===== config.mk =====
export PLATFORM = sky130hd
export DESIGN_NAME = chacha_sequencer
export DESIGN_NICKNAME = d
export VERILOG_FILES = /design/src/rtl/chacha_sequencer.sv
export SDC_FILE = /design/constraint.sdc
export NUM_CORES = 1
export LEC_CHECK = 0
export ABC_AREA = 1
export CAP_MARGIN = 40
export CELL_PAD_IN_SITES_DETAIL_PLACEMENT = 0
export CELL_PAD_IN_SITES_GLOBAL_PLACEMENT = 1
export CORE_MARGIN = 1.5
export CORE_UTILIZATION = 26
export DETAILED_ROUTE_END_ITERATION = 10
export PLACE_DENSITY = 0.73
export SYNTH_ARGS = -nofsm -noshare
export SYNTH_HDL_FRONTEND = slang
export SYNTH_SLANG_ARGS = --single-unit

===== constraint.sdc =====
create_clock -name clk -period 1.7 [get_ports clk]
set_clock_uncertainty 0.05 [all_clocks]
set_input_delay 0.34 -clock clk [delete_from_list [all_inputs] [get_ports clk]]
set_output_delay 0.34 -clock clk [all_outputs]
set_load 0.005 [all_outputs]

===== src/rtl/chacha_sequencer.sv =====
// chacha_sequencer: drives the shared byte bus of the four column quarter
// slices. Each block it clears the slices, loads 48 key/counter/nonce bytes
// into rows 1-3, lets the core run ROUNDS column/diagonal steps, then streams
// all 64 state bytes back to the host.
module chacha_sequencer #(
  parameter int ROUNDS      = 20,
  parameter int STEP_CYCLES = 1
) (
  input  logic       clk,
  input  logic       rst,
  input  logic       start,
  input  logic [7:0] in_data,
  input  logic       in_valid,
  output logic       in_ready,
  output logic [7:0] out_data,
  output logic       out_valid,
  input  logic       out_ready,
  output logic       busy,
  output logic       done,
  output logic       core_clear,
  output logic       core_hold,
  output logic       core_diag,
  output logic       core_write,
  output logic [5:0] core_addr,
  output logic [7:0] core_wdata,
  input  logic [7:0] core_rdata
);

  localparam int RUN_CYCLES = ROUNDS * STEP_CYCLES;
  localparam int STEP_W     = $clog2(RUN_CYCLES + 1);
  localparam int PHASE_W    = (STEP_CYCLES > 1) ? $clog2(STEP_CYCLES) : 1;

  localparam logic [STEP_W-1:0]  RUN_LAST   = STEP_W'(RUN_CYCLES - 1);
  localparam logic [PHASE_W-1:0] PHASE_LAST = PHASE_W'(STEP_CYCLES - 1);

  // An odd round count would leave the core after a column step, and a zero
  // step length would make the run window empty.
  generate
    if (ROUNDS < 2 || (ROUNDS % 2) != 0) begin : g_bad_rounds
      $error("chacha_sequencer: ROUNDS must be even and >= 2");
    end
    if (STEP_CYCLES < 1) begin : g_bad_step
      $error("chacha_sequencer: STEP_CYCLES must be >= 1");
    end
  endgenerate

  typedef enum logic [2:0] {
    S_IDLE,
    S_CLEAR,
    S_LOAD,
    S_RUN,
    S_DRAIN
  } state_e;

  state_e             state_q, state_d;
  logic [5:0]         load_cnt_q, load_cnt_d;
  logic [5:0]         rd_cnt_q, rd_cnt_d;
  logic [STEP_W-1:0]  step_q, step_d;
  logic [PHASE_W-1:0] phase_q, phase_d;
  logic               diag_q, diag_d;
  logic               done_q, done_d;

  // State and counter registers; reset discards any partial block.
  always_ff @(posedge clk) begin
    if (rst) begin
      state_q    <= S_IDLE;
      load_cnt_q <= '0;
      rd_cnt_q   <= '0;
      step_q     <= '0;
      phase_q    <= '0;
      diag_q     <= 1'b0;
      done_q     <= 1'b0;
    end else begin
      state_q    <= state_d;
      load_cnt_q <= load_cnt_d;
      rd_cnt_q   <= rd_cnt_d;
      step_q     <= step_d;
      phase_q    <= phase_d;
      diag_q     <= diag_d;
      done_q     <= done_d;
    end
  end

  // Next-state, counter updates and bus strobes for the current phase.
  always_comb begin
    state_d    = state_q;
    load_cnt_d = load_cnt_q;
    rd_cnt_d   = rd_cnt_q;
    step_d     = step_q;
    phase_d    = phase_q;
    diag_d     = diag_q;
    done_d     = 1'b0;
    in_ready   = 1'b0;
    out_valid  = 1'b0;
    core_clear = 1'b0;
    core_hold  = 1'b1;
    core_write = 1'b0;
    core_addr  = 6'd0;

    case (state_q)
      S_IDLE: begin
        if (start) begin
          state_d = S_CLEAR;
        end
      end

      S_CLEAR: begin
        core_clear = 1'b1;
        load_cnt_d = 6'd16;
        state_d    = S_LOAD;
      end

      S_LOAD: begin
        in_ready  = 1'b1;
        core_addr = load_cnt_q;
        if (in_valid) begin
          core_write = 1'b1;
          load_cnt_d = load_cnt_q + 6'd1;
          if (load_cnt_q == 6'd63) begin
            state_d = S_RUN;
            step_d  = '0;
            phase_d = '0;
            diag_d  = 1'b0;
          end
        end
      end

      S_RUN: begin
        core_hold = 1'b0;
        if (phase_q == PHASE_LAST) begin
          phase_d = '0;
          diag_d  = ~diag_q;
        end else begin
          phase_d = phase_q + PHASE_W'(1);
        end
        step_d = step_q + STEP_W'(1);
        if (step_q == RUN_LAST) begin
          state_d  = S_DRAIN;
          step_d   = '0;
          rd_cnt_d = 6'd0;
        end
      end

      S_DRAIN: begin
        out_valid = 1'b1;
        core_addr = rd_cnt_q;
        if (out_ready) begin
          rd_cnt_d = rd_cnt_q + 6'd1;
          if (rd_cnt_q == 6'd63) begin
            state_d = S_IDLE;
            done_d  = 1'b1;
          end
        end
      end

      default: begin
        state_d = S_IDLE;
      end
    endcase
  end

  assign busy       = (state_q != S_IDLE);
  assign done       = done_q;
  assign core_diag  = diag_q;
  assign core_wdata = in_data;
  assign out_data   = core_rdata;

endmodule


==> out/metrics.yaml <==
setup_path:
  crit_path_cell_trace: "nor2_4 -> buf_6 -> buf_4 -> nand3_2 -> inv_1 -> dlymetal6s2s_1"
  slowest_stage: "dfxtp_4"
  worstSetupPathType: "register to primary output"
  rr_endpoint: "state_q[1]"
  path_buf_inv: 4
  r2r_slack_ns: 0.18
  rr_startpoint: "rd_cnt_q[1]"
  crit_family: "buffers and inverters"
  cp.required_ns: 1.31
  crit_path_start_kind: "register"
  reg2reg_depth: 9
  slowest_delay_ns: 0.37
  worstPathArrival_ns: 1.26
  cp_max_fo: 5
  crit_path_end_kind: "primary output"
flow_run:
  drv_cap: 0
pwr:
  p_leak_nw: 0.8377
  fin_total_pwr_mw: 1.911
  vdd_drop_max_uv: 366.8
  seqPwrFrac_pct: 32.8
  power_density_mw_per_mm2: 1065
  p_sw_share_pct: 33.90
  clkPwrFrac_pct: 26.1
  comb_power_share_pct: 41.2
  switchingPower_uw: 647.8
  p_int_mw: 1.263
logic_synthesis:
  synthDistinctLibCells: 28
  ys_seq_area_share_pct: 31.94
  synth_top_area_share_pct: 31.94
  synthTopCellsByArea: "dfxtp_1 (32%), nand2_1 (11%), buf_4 (8.7%), a21oi_1 (6.9%), inv_1 (5.7%)"
  netlist_area_mm2: 0.001379
  mappedNetlistNets: 225
  netlist_instances: 201
  yosys_warnings: 0
  synth.avg_cell_area_um2: 6.860
  synth_area_leader_cell: "dfxtp_1"
  ys_ff_latch: 22
worst_hold_path:
  hold_path.class: "register to register"
  min_to: "core_diag"
  hold_depth: 2
  min-delay-start: "core_diag"
die:
  pin_count: 51
  design.core.area_mm2: 0.005107
  fp.dieArea_mm2: 0.005749
  rows: 26
  fp.dieW_um: 75.82
  start_util_pct: 27.00
  die_h_um: 75.82
route:
  vias_per_cell: 4.304
  drt_iter0_markers: 41
  routedWlPerCell_um: 11.38
  antenna_left: 0
  wirelength_mm: 3.368
  dr_total_vias: 1274
  drc: 0
  first_pass_iters: 4
placement:
  post-dp-hpwl_mm: 2.621
  io_buffer_count: 18
  pre_cts_ws_ns: -0.2094
  place_congestion: 0.8382
sta:
  setup_viol: 0
  hold_viol_final: 0
  tightest_slew_ns: 0.2250
  final_max_slew_viol_count: 0
  relSlewSlack_pct: 84.98
  fin_crit_ns: 1.650
  layout_setup_ws_ns: 0.05011
  rsz0062_at_grt: "yes"
  clock.fmax_mhz: 606.1
  period_share_pct: 97.05
clock_tree:
  cts.htree.levels: 1
  clock_path_buffers: 2
  clock_sinks: 22
  cts_hold_buf: 0
  clk_latency_ns: 0.26
  cts_tree: "built"
  cts_root_buffer: "clkbuf_8"
  path_clk_slew_ns: 0.08
  numCtsBuffers: 3
outcome:
  outcome: "completed"
cells_and_area:
  final_nets: 251
  num_antenna_cells: 0
  syn2layout_area_growth_pct: 30.13
  layout-drive-gt1-share_pct: 27.43
  nFillCells: 559
global_route:
  grt_pass1_vias: 1291
  grtUsageMet3_pct: 1.852
  grt_remaining_overflow: 0
  busiest_layer: "met2"
  grt_antenna_before_repair: 0
  groute.layer.met1.usage_pct: 16.76
  grt_use_total_pct: 12.83
  grt_start_max_net_pins: 14
  met2_usage_pct: 21.45
  grt_first_pass_wirelength_mm: 5.678
-- metal layers --
layer	part of all wire, %	wire length [µm]	vias up
met3	2.0	67	4
met2	47	1592	14
met1	50	1672	573
met4	1.1	36	0
li1	-	-	683
met5	0	0	-
-- stage by stage --
| stage | utilization, % | TNS [ns] | hold WS (ns) | std cells | cell area [µm²] |
|---|---|---|---|---|---|
| CTS | 34.30 | -0.7904 | 0.4350 | 294 | 1752 |
| finish | 35.13 | 0 | 0.4323 | 296 | 1794 |
| floorplan | - | 0 | 0.3591 | 201 | 1379 |
| global placement | 32.41 | -0.3065 | 0.4162 | 288 | 1655 |
| detailed placement | 32.41 | -0.3217 | 0.4168 | 288 | 1655 |
| global route | 35.13 | -0.02744 | 0.4590 | 296 | 1794 |
-- placed cells by master (no fill, tap or decap), types with 2 or more instances in the layout --
| cell | netlist | routed |
|---|---|---|
| clkdlybuf4s50_1 | 0 | 6 |
| a21oi_1 | 19 | 19 |
| inv_4 | 2 | 3 |
| nand3_1 | 13 | 12 |
| dfxtp_4 | 0 | 3 |
| nor2_4 | 3 | 3 |
| dlygate4sd2_1 | 0 | 2 |
| clkbuf_8 | 0 | 3 |
| nor2_2 | 3 | 3 |
| dfxtp_2 | 0 | 3 |
| buf_2 | 0 | 2 |
| clkdlybuf4s15_1 | 0 | 3 |
| ha_1 | 3 | 3 |
| nand4_1 | 4 | 4 |
| nand2_1 | 42 | 39 |
| a32o_1 | 2 | 2 |
| o21ai_2 | 2 | 2 |
| inv_2 | 4 | 5 |
| nand3_2 | 1 | 2 |
| buf_4 | 16 | 18 |
| dlymetal6s2s_1 | 0 | 4 |
| inv_1 | 21 | 19 |
| nand2_4 | 1 | 2 |
| nor2_1 | 21 | 21 |
| nor3_1 | 3 | 3 |
| o21ai_0 | 5 | 4 |
| nand2_2 | 4 | 6 |
| dfxtp_1 | 22 | 16 |
| o22ai_1 | 3 | 2 |
-- synthesized netlist by cell type, drive strengths merged --
| master | number |
|---|---|
| buf | 16 |
| nor2 | 27 |
| dfxtp | 22 |
| inv | 27 |
| a32o | 2 |
| clkbuf | 1 |
| nor3 | 3 |
| nand4 | 4 |
| ha | 3 |
| a22oi | 1 |
| o22ai | 3 |
| nand2 | 47 |
| xor2 | 1 |
| or2 | 2 |
| nand3b | 1 |
| a21oi | 19 |
| nand3 | 15 |
| o21ai | 7 |
-- repair_timing --
action,4_1_cts,5_1_grt
buffers inserted,2,2
endpoints found under the hold margin,0,0
setup endpoints to repair,12,13
pin swaps,0,1
gates resized for setup,22,21
-- logic make-up (layout without fill, tap and decap cells) --
family / Yosys count / count (layout) / synth area share (%)
simple gates: 99 / 99 / 34.66
compound gates: 32 / 32 / 13.34
buf+inv: 44 / 69 / 16.70
flops: 22 / 22 / 31.94
xor+xnor: 1 / 1 / 0.6353
fa+ha+maj: 3 / 3 / 2.723
-- worst reg2reg max path: cells and delay by family, from the launching register on --
kind                     cells  cell delay [ns]
flip-flops                   1             0.39
AND/OR/NAND/NOR              7             0.81
buffers and inverters        1             0.03
adder cells (fa/ha/maj)      1             0.17
-- registers in the layout, indices dropped and copies added (netlist names) --
| name | flops |
|---|---|
| load_cnt_q | 6 |
| rd_cnt_q | 6 |
| step_q | 5 |
| state_q | 3 |
| core_diag | 1 |
| done | 1 |
-- power groups by stage --
stage	sequential, mW	combinational, mW	clock, mW
floorplan	0.617	0.393	0
global placement	0.613	0.742	0
detailed placement	0.614	0.738	0
CTS	0.621	0.756	0.509
global route	0.635	0.875	0.540
finish	0.626	0.787	0.498
-- worst max-delay path by stage --
stage,slack (ns),cells after the start,from,to
finish,0.05,6,state_q[2],core_write
detailed placement,-0.21,4,in_valid,core_write
floorplan,0.37,10,step_q[0],state_q[1]
CTS,-0.24,4,state_q[2],core_addr[1]
global route,-0.03,6,state_q[2],core_write
global placement,-0.21,4,in_valid,core_write
-- layout make-up --
| cell class | instances | area, µm² | area share, % |
|---|---|---|---|
| multi-input cells | 135 | 732.0 | 40.79 |
| flip-flops and latches | 22 | 455.4 | 25.38 |
| repair buffers | 38 | 339.1 | 18.90 |
| inverters | 27 | 108.9 | 6.067 |
| well taps | 70 | 87.58 | 4.881 |
| clock buffers | 3 | 41.29 | 2.301 |
| clock inverters | 1 | 30.03 | 1.674 |
No activity file was read; power rests on OpenSTA's default activity.
